**config.mk**
```make
export PLATFORM = sky130hd
export DESIGN_NAME = rtc_read_sequencer
export DESIGN_NICKNAME = d
export VERILOG_FILES = /design/src/rtl/rtc_read_sequencer.sv
export SDC_FILE = /design/constraint.sdc
export NUM_CORES = 1
export LEC_CHECK = 0
export CAP_MARGIN = 20
export CORE_ASPECT_RATIO = 1.25
export CORE_MARGIN = 10
export CORE_UTILIZATION = 40
export CTS_CLUSTER_SIZE = 16
export DETAILED_ROUTE_END_ITERATION = 7
export GPL_ROUTABILITY_DRIVEN = 0
export PLACE_DENSITY = 0.71
export SLEW_MARGIN = 20
export SYNTH_ARGS = -nofsm -noshare
export SYNTH_HDL_FRONTEND = slang
export SYNTH_SLANG_ARGS = --single-unit
```
**constraint.sdc**
```tcl
create_clock -name clk -period 1.65 [get_ports clk]
set_input_delay 0.495 -clock clk [delete_from_list [all_inputs] [get_ports clk]]
set_output_delay 0.495 -clock clk [all_outputs]
set_load 0.01 [all_outputs]
```
**src/rtl/rtc_read_sequencer.sv**
```systemverilog
// RTC register read sequencer: phase count, register stepping and data capture.
// Define RTC_READ_CONTINUOUS_EN to restart sweeps back-to-back while EnR stays high.
module rtc_read_sequencer #(
    parameter int          CYCLE_LAST  = 84,
    parameter int          CAPTURE_CNT = 68,
    parameter int          NUM_REGS    = 6,
    parameter logic [7:0]  ADDR_BASE   = 8'h21
) (
    input  logic       clk,
    input  logic       reset,
    input  logic       EnR,
    input  logic [7:0] data_in,
    output logic [6:0] count,
    output logic [7:0] addr,
    output logic [2:0] reg_idx,
    output logic [7:0] data_out,
    output logic       data_valid,
    output logic       busy,
    output logic       done
);

    typedef enum logic {IDLE, RUN} state_t;

    localparam logic [6:0] COUNT_IDLE = 7'd127;
    localparam logic [6:0] COUNT_LAST = 7'(CYCLE_LAST);
    localparam logic [6:0] COUNT_CAP  = 7'(CAPTURE_CNT);
    localparam logic [2:0] IDX_LAST   = 3'(NUM_REGS - 1);

    state_t     state, state_n;
    logic       enr_q;
    logic       start_q;
    logic [6:0] count_n;
    logic [2:0] reg_idx_n;
    logic [7:0] addr_n;
    logic [7:0] data_out_n;
    logic       data_valid_n;
    logic       busy_n;
    logic       done_n;

    // The start pulse is registered, so a sweep begins one cycle after the edge is seen.
    always_ff @(posedge clk or posedge reset) begin
        if (reset) begin
            state      <= IDLE;
            enr_q      <= 1'b0;
            start_q    <= 1'b0;
            count      <= COUNT_IDLE;
            reg_idx    <= 3'd0;
            addr       <= ADDR_BASE;
            data_out   <= 8'd0;
            data_valid <= 1'b0;
            busy       <= 1'b0;
            done       <= 1'b0;
        end else begin
            state      <= state_n;
            enr_q      <= EnR;
            start_q    <= EnR & ~enr_q;
            count      <= count_n;
            reg_idx    <= reg_idx_n;
            addr       <= addr_n;
            data_out   <= data_out_n;
            data_valid <= data_valid_n;
            busy       <= busy_n;
            done       <= done_n;
        end
    end

    always_comb begin
        state_n      = state;
        count_n      = count;
        reg_idx_n    = reg_idx;
        addr_n       = addr;
        data_out_n   = data_out;
        data_valid_n = 1'b0;
        busy_n       = busy;
        done_n       = 1'b0;
        case (state)
            IDLE: begin
                count_n = COUNT_IDLE;
                busy_n  = 1'b0;
                if (start_q) begin
                    state_n   = RUN;
                    count_n   = 7'd0;
                    reg_idx_n = 3'd0;
                    addr_n    = ADDR_BASE;
                    busy_n    = 1'b1;
                end
            end
            RUN: begin
                count_n = count + 7'd1;
                busy_n  = 1'b1;
                if (count == COUNT_CAP) begin
                    data_out_n   = data_in;
                    data_valid_n = 1'b1;
                end
                if (count == COUNT_LAST) begin
                    if (reg_idx < IDX_LAST) begin
                        count_n   = 7'd0;
                        reg_idx_n = reg_idx + 3'd1;
                        addr_n    = addr + 8'd1;
                    end else begin
                        done_n    = 1'b1;
                        reg_idx_n = 3'd0;
                        addr_n    = ADDR_BASE;
`ifdef RTC_READ_CONTINUOUS_EN
                        // A held request chains the next sweep with no idle gap.
                        if (EnR) begin
                            count_n = 7'd0;
                        end else begin
                            state_n = IDLE;
                            count_n = COUNT_IDLE;
                            busy_n  = 1'b0;
                        end
`else
                        state_n = IDLE;
                        count_n = COUNT_IDLE;
                        busy_n  = 1'b0;
`endif
                    end
                end
            end
            default: begin
                state_n = IDLE;
                count_n = COUNT_IDLE;
                busy_n  = 1'b0;
            end
        endcase
    end

endmodule

```
Yosys cells after proc, flatten, opt, wreduce, memory -nomap -nowiden --
Index checks and enable logic that the tools add are counted.
Word-level totals: bits in registers 31, output and inout port bits 29
Operators by class: eq/ne operators 4, magnitude comparators 1, $add $sub $neg 3, mux-type cells 21, reduce and logical (&&, ||, !) cells 2, bitwise gates (word level) 3
Operators by type and width (count):
- $mux 8 | 3
- $mux 7 | 3
- $pmux 8 s2 | 1
- $eq 7x7->1 const B | 2
- $pmux 7 s2 | 1
- $mux 3 | 3
- $add 8x1->8 const B | 1
- $mux 1 | 8
- $add 7x1->7 const B | 1
- $pmux 3 s2 | 1
- $reduce_and 2->1 | 2
- $add 3x1->3 const B | 1
- $lt 3x3->1 const B | 1
- $ne 2x1->1 const B | 1
- $ne 2x2->1 const B | 1
- $not 1->1 | 2
- $pmux 1 s2 | 1
- $and 1x1->1 | 1

Depth between registers and ports, before layout --
Gate-level depths: netlist of run 1.
depth in word-level cells 4, depth in mapped cells 7, depth with buffers taken out 6

Worst setup path after synthesis of run 1 --
OpenSTA, ideal clock, no wires.
kind register to register, start point register count[2], end point register data_out[0], data arrival time 1.633 ns, path buffers 1, stages on the path, launching flop included 5, slack -0.108 ns, required time 1.525 ns, library setup time 0.125 ns, cell sequence dfstp_2 > nand3b_4 > or4_4 > buf_6 > mux2_4
Between the ends: word-level cells in the longest chain between the ends 2
Ends and longest elaborated chain:
- from (decl) | RTL line 13 | output logic [6:0] count,
- from (signal assigned) | RTL line 57 | count <= count_n;
- $eq 7x7->1 | RTL line 91 | if (count == COUNT_CAP) begin
- $reduce_and 2->1 (no source line)
- to (signal assigned) | RTL line 60 | data_out <= data_out_n;
- to (decl) | RTL line 16 | output logic [7:0] data_out,
No other way between the ends. A chain may end at the register's enable or synchronous reset.

Final worst setup path of run 1 --
start point register count[6], end point register data_out[0]
The elaborated chain is that of the path after synthesis.

==> out/metrics.csv, run 1 <==
metric,value,unit
Hold Fails Final Rpt,0,
PwrDens,1620,mW/mm^2
Synth warnings,0,
CP Capture Type,flip-flop,
worst hold path type,flip-flop to flip-flop,
WHS Path Cells,1,
layout cell share with drive strength beyond 1,0.3443,
R2R Setup Slk,-0.01,ns
Die Area,0.006432,sq mm
Synth top area share,0.3810,
Clock transition at path regs,0.07,ns
sequential fraction of the synthesis area,0.5446,
ys flop type,dfrtp_1,
"Req. time, crit path",1.82,ns
core area,0.003483,sq mm
"Core Util, Final",0.6128,
Slew HR,0.7086,
Routed Antenna Nets,0,
FF-to-FF Start,count[6],
max_cap viols,0,
Post-Layout Cell Count,222,
CTS buffer count,5,
Routed WL per cell,15.88,um
GRT Max-Usage Layer,met2,
GR met2 Demand/Resource,0.1972,
final critical-path setup slack,-0.01410,ns
register bit count reported by yosys,31,
RSZ-0062 raised after global routing,true,
hpwl dp,2533,um
Placed Instances,206,
Die Wd,73.76,um
CTS Buffer Depth,2,
I/O Buffers,39,
Post-synth ARST share,1.000,
Root Buffer Master,clkbuf_8,
Worst-Margin Slew,0.4341,ns
worst-skew pair later-pin latency,0.29,ns
static leakage,1.047,nW
endpoints failing setup,5,
via count,1158,
Crit Path Max Fanout,5,
Yosys top cell by area,dfrtp_1,
Final Power,3.459,mW
post-synthesis cell count,117,
M1 GR Usage,0.1269,
fin nets,197,
WHS Endpoint,start_q,
Synth top cells by count,"22 x dfrtp_1, 10 x o21ai_0, 9 x dfstp_2, 8 x mux2_4",
failing checks,setup timing,
Post-Syn Nets,132,
most frequent cell after synthesis,dfrtp_1,
Post-synth EDFFs,0,
Slew Limit Fails,0,
Worst VDD drop,1.107,mV
unique cell type count in the Yosys netlist,33,
largest net degree at the start of global routing,32,
CTS tree,yes,
initial antenna violation count,0,
Detailed Route Iter0 Violations,46,
drc violations,0,
Syn Std Cell Area,0.001445,sq mm
Die Y-Extent,87.20,um
status,finished with violations,
area delta synth->final,47.71,%
Starting Density,0.4149,
syn_area_per_cell,12.35,sq um
io pins,40,
clock period minus worst slack,1.664,ns
largest cells by area after synthesis,"dfrtp_1 38%, dfstp_2 16%, mux2_4 8.3%, ha_1 3.5%, o21ai_0 3.5%",
Worst Path Arrival,1.83,ns
Setup CP Type,flip-flop to flip-flop,
worst hold start,enr_q,
GRT Total Usage,0.1174,
fmax,0.6009,GHz
Antenna Cells,0,
Worst setup SP type,flip-flop,
first-pass GRT wire length,5906,um
clk sink count,31,
Worst R2R End,data_out[0],
DP Worst Slack,-0.09232,ns
final period utilization,1.009,
Fin Clk Skew,0.006858,ns
total grt overflow,0,
vias per std cell,5.216,
row count,24,
drt first pass iters,4,
met3 usage,0.05137,
Total Wirelength,3525,um
CTS H-tree lvls,2,
FF-to-FF path depth,3,
vias in the first global route,1231,
-- area by class of cell --
cell class | instances | area [sq um]
clock buffers | 6 | 82.58
clock inverters | 2 | 35.03
fillers | 296 | 1349
inverters | 5 | 18.77
multi-input cells | 79 | 654.4
flip-flops and latches | 31 | 787.0
well taps | 39 | 48.80
repair buffers | 60 | 508.0
-- worst max-delay path, cell delays in order (launching register included) --
cell      delay [ns]
dfstp_2         0.58
nand3b_4        0.13
or4_4           0.51
mux2_4          0.32
-- repair_timing --
item	CTS	global route
resized for setup	42	10
pin swaps	6	6
gates cloned	1	0
hold buffers	0	0
setup buffers	6	2
endpoints found under the setup margin	48	26
-- power breakdown --
group          switching [mW]  leakage, nW  total [mW]  internal, mW
Sequential              0.218        0.373        1.31          1.09
Clock                   0.273       0.0612       0.761         0.488
Combinational           0.618        0.613        1.39         0.771
Total                    1.11         1.05        3.46          2.35
-- worst max-delay path by stage --
stage,cells after the start,endpoint,startpoint,slack [ns]
after CTS,3,data_out[4],count[6],-0.03
after global placement,5,data_out[3],count[0],-0.04
after detailed placement,5,data_out[5],count[0],-0.09
final,3,data_out[0],count[6],-0.01
after global routing,3,data_out[5],count[2],-0.07
after floorplan,4,data_out[0],count[2],-0.05
-- flip-flops by register name (all words and copies together) (netlist names) --
| name | cells |
|---|---|
| count | 7 |
| reg_idx | 3 |
| addr | 8 |
| start_q | 1 |
| state | 1 |
| data_valid | 1 |
| done | 1 |
| data_out | 8 |
| enr_q | 1 |
-- kinds of logic (layout without fill, tap and decap cells) --
| group | after synthesis | after routing | share of synthesized area |
|---|---|---|---|
| buffers and inverters | 8 | 73 | 0.02683 |
| multiplexers | 9 | 9 | 0.09091 |
| XOR/XNOR | 7 | 7 | 0.04243 |
| AO/OA/AOI/OAI | 28 | 28 | 0.1255 |
| AND/OR/NAND/NOR | 30 | 31 | 0.1351 |
| adder cells (fa/ha/maj) | 4 | 4 | 0.03463 |
| flip-flops | 31 | 31 | 0.5446 |
-- cells in the final DEF, fill, tap and decap left out, types with 5 or more instances in the layout --
| master | netlist | final |
|---|---|---|
| dfrtp_1 | 22 | 22 |
| dlygate4sd2_1 | 0 | 22 |
| buf_4 | 0 | 20 |
| clkdlybuf4s50_1 | 0 | 10 |
| dfstp_2 | 9 | 9 |
| mux2_4 | 8 | 8 |
| o21ai_0 | 10 | 7 |
| nor2_1 | 6 | 6 |
| clkbuf_8 | 0 | 6 |
| a22o_1 | 5 | 5 |
| a31oi_1 | 5 | 5 |
| nand3_1 | 5 | 5 |
| nand2_1 | 6 | 5 |
| clkbuf_2 | 0 | 5 |
-- metrics by stage --
stage	instance area [sq um]	TNS [ns]	hold slack, ns
2_1_floorplan	1450	-0.4019	0.3777
3_3_place_gp	1982	-0.3075	0.3865
3_5_place_dp	1982	-0.9552	0.3885
4_1_cts	2141	-0.1957	0.3971
5_1_grt	2135	-0.6766	0.4001
6_report	2135	-0.04853	0.3946
-- per-layer routing --
| layer | vias to the layer above | wire, um | part of all wire |
|---|---|---|---|
| met4 | 0 | 51 | 0.014 |
| li1 | 554 | - | - |
| met2 | 23 | 1842 | 0.52 |
| met1 | 574 | 1368 | 0.39 |
| met3 | 7 | 263 | 0.075 |
| met5 | - | 0 | 0 |
(Power assumes the default switching activity.)
==> run 2: changes to the inputs <==
--- a/config.mk
+++ b/config.mk
@@ -15,3 +15,3 @@
 export PLACE_DENSITY = 0.71
-export SLEW_MARGIN = 20
+export SLEW_MARGIN = 5
 export SYNTH_ARGS = -nofsm -noshare
==> constraint.sdc (replaced) <==
create_clock -name clk -period 1.65 [get_ports clk]
set_input_delay 0.165 -clock clk [delete_from_list [all_inputs] [get_ports clk]]
set_output_delay 0.165 -clock clk [all_outputs]
set_load 0.01 [all_outputs]
==> run 2 against run 1 <==
Sequential cell count unchanged. Largest power group unchanged. Clock-buffer cell count unchanged. Clock power about the same. Critical endpoint is now addr[4]. Total power up 3.0%. The flow now finishes without violations. Sequential power about the same. Global-route usage down 0.37 points.
==> out/metrics.csv, run 2 (synthesis gave the netlist of run 1 again) <==
metric,value,unit,change
vias in the first global route,1150,,-6.6%
"commonest non-fill, non-tap cell in the layout",clkdlybuf4s50_1,,
final critical-path setup slack,0.01061,ns,+0.02471 ns
Antenna Cells,0,,unchanged
worst-skew pair later-pin latency,0.28,ns,about the same
CTS Hold Bufs,0,,unchanged
Clock transition at path regs,0.06,ns,about the same
FF-to-FF Start,count[2],,
worst hold path type,input port to asynchronous set/reset pin,,
area delta synth->final,48.40,%,
PwrDens,1662,mW/mm^2,+2.6%
Die Area,0.006432,sq mm,unchanged
io pins,40,,unchanged
Root Buffer Master,clkbuf_8,,
Worst Setup SP,count[2],,
"Core Util, Final",0.6157,,+0.002874
clock period minus worst slack,1.639,ns,-0.02471 ns
R2R Setup Slk,0.01,ns,+0.02 ns
fin nets,191,,-3.0%
Worst R2R End,addr[4],,
row count,24,,unchanged
Worst-Margin Slew,0.3785,ns,-0.05562 ns
Total Wirelength,3567,um,+1.2%
Sequential Area,787.0,sq um,unchanged
clk sink count,31,,unchanged
Fin Clk Skew,0.003168,ns,-0.003689 ns
RSZ-0062 raised after global routing,true,,
initial antenna violation count,0,,unchanged
final period utilization,0.9936,,-0.01498
Slew HR,0.7477,,+0.03902
via count,1146,,-1.0%
DP Worst Slack,-0.05868,ns,+0.03363 ns
Worst setup SP type,flip-flop,,
CTS Buffer Depth,2,,unchanged
GRT Total Usage,0.1137,,-0.003716
Fillers,292,,-1.4%
Worst Path Arrival,1.84,ns,about the same
drc violations,0,,unchanged
endpoints failing setup,0,,-5
first-pass GRT wire length,5561,um,-5.8%
CTS tree,yes,,
vias per std cell,5.306,,+1.7%
fmax,0.6100,GHz,+1.5%
Regs by FF count,"addr x8, data_out x8, count x7",,
"Req. time, crit path",1.85,ns,+0.03 ns
static leakage,0.9847,nW,-6.0%
status,completed,,
layout cell share with drive strength beyond 1,0.2881,,-0.05613
Hold Fails Final Rpt,0,,unchanged
Routed WL per cell,16.51,um,+4.0%
most frequent cells in the layout,"33 x clkdlybuf4s50_1, 22 x dfrtp_1, 13 x buf_4, 10 x o21ai_0, 9 x dfstp_2",,
GR met2 Demand/Resource,0.1980,,+0.0007764
Detailed Route Iter0 Violations,42,,-8.7%
FF-to-FF path depth,6,,+3
Die Y-Extent,87.20,um,unchanged
Final Power,3.564,mW,+3.0%
core area,0.003483,sq mm,unchanged
Crit Path Max Fanout,7,,+2
Multi-input gate area,658.1,sq um,+0.57%
I/O Buffers,39,,unchanged
drt first pass iters,4,,unchanged
max_cap viols,0,,unchanged
Routed Antenna Nets,0,,unchanged
CTS buffer count,5,,unchanged
largest net degree at the start of global routing,32,,unchanged
GRT Max-Usage Layer,met2,,
M1 GR Usage,0.1070,,-0.01985
hpwl dp,2603,um,+2.8%
Setup CP Type,flip-flop to flip-flop,,
Slew Limit Fails,0,,unchanged
total grt overflow,0,,unchanged
CTS H-tree lvls,2,,unchanged
Worst VDD drop,1.174,mV,+6.1%
Starting Density,0.4149,,unchanged
met3 usage,0.05479,,+0.003425
crit path to,addr[4],,
CP Capture Type,flip-flop,,
Die Wd,73.76,um,unchanged
## run 2: worst max-delay path: stages, from the launching register on
cell	delay, ns
dfstp_2	0.56
nand3b_4	0.10
buf_6	0.14
nor4b_4	0.30
buf_6	0.17
a41oi_2	0.11
a31oi_1	0.17
## run 2: how the worst min path moves through the flow
stage,start,to
3_3_place_gp,enr_q,start_q
5_1_grt,reset,data_out[4]
3_5_place_dp,enr_q,start_q
4_1_cts,reset,data_out[4]
2_1_floorplan,EnR,enr_q
6_report,reset,data_out[4]
## run 2: layout make-up
type | instances | share of cell area
flip-flops and latches | 31 | 0.3670
multi-input cells | 79 | 0.3069
repair buffers | 54 | 0.2398
clock buffers | 6 | 0.03851
well taps | 39 | 0.02275
clock inverters | 2 | 0.01634
inverters | 5 | 0.008751
## run 2: report_power, final
part / switching (mW) / total [mW] / internal [mW]
logic: 0.582 / 1.47 / 0.884
clock network: 0.273 / 0.761 / 0.488
registers: 0.246 / 1.34 / 1.09
total: 1.10 / 3.56 / 2.46
## run 2: per-layer routing
layer	vias to the layer above	routed length, um
li1	544	-
met1	573	1351
met2	25	1930
met3	4	248
met4	0	36
met5	-	0
## run 2: per-stage QoR
step | hold WS (ns) | instances | TNS [ns] | cell area, sq um
after floorplan | 0.1964 | 117 | -0.4019 | 1450
after global placement | 0.3868 | 203 | 0 | 1947
after detailed placement | 0.3969 | 203 | -0.4469 | 1947
after CTS | 0.2597 | 213 | -0.3378 | 2079
after global routing | 0.2917 | 216 | -0.1387 | 2145
final | 0.2486 | 216 | 0 | 2145
## run 2: timing repair
action / 4_1_cts / 5_1_grt
endpoints found under the setup margin: 14 / 21
gates cloned: 1 / 1
setup buffers: 1 / 2
hold endpoints to repair: 0 / 0
resized for setup: 5 / 12
pin swaps: 3 / 7
==> run 3: changes to the inputs <==
- SLEW_MARGIN: 5 -> 25
==> results of run 3 <==
No change in the layout: final DEF, timing and power equal those of run 2.
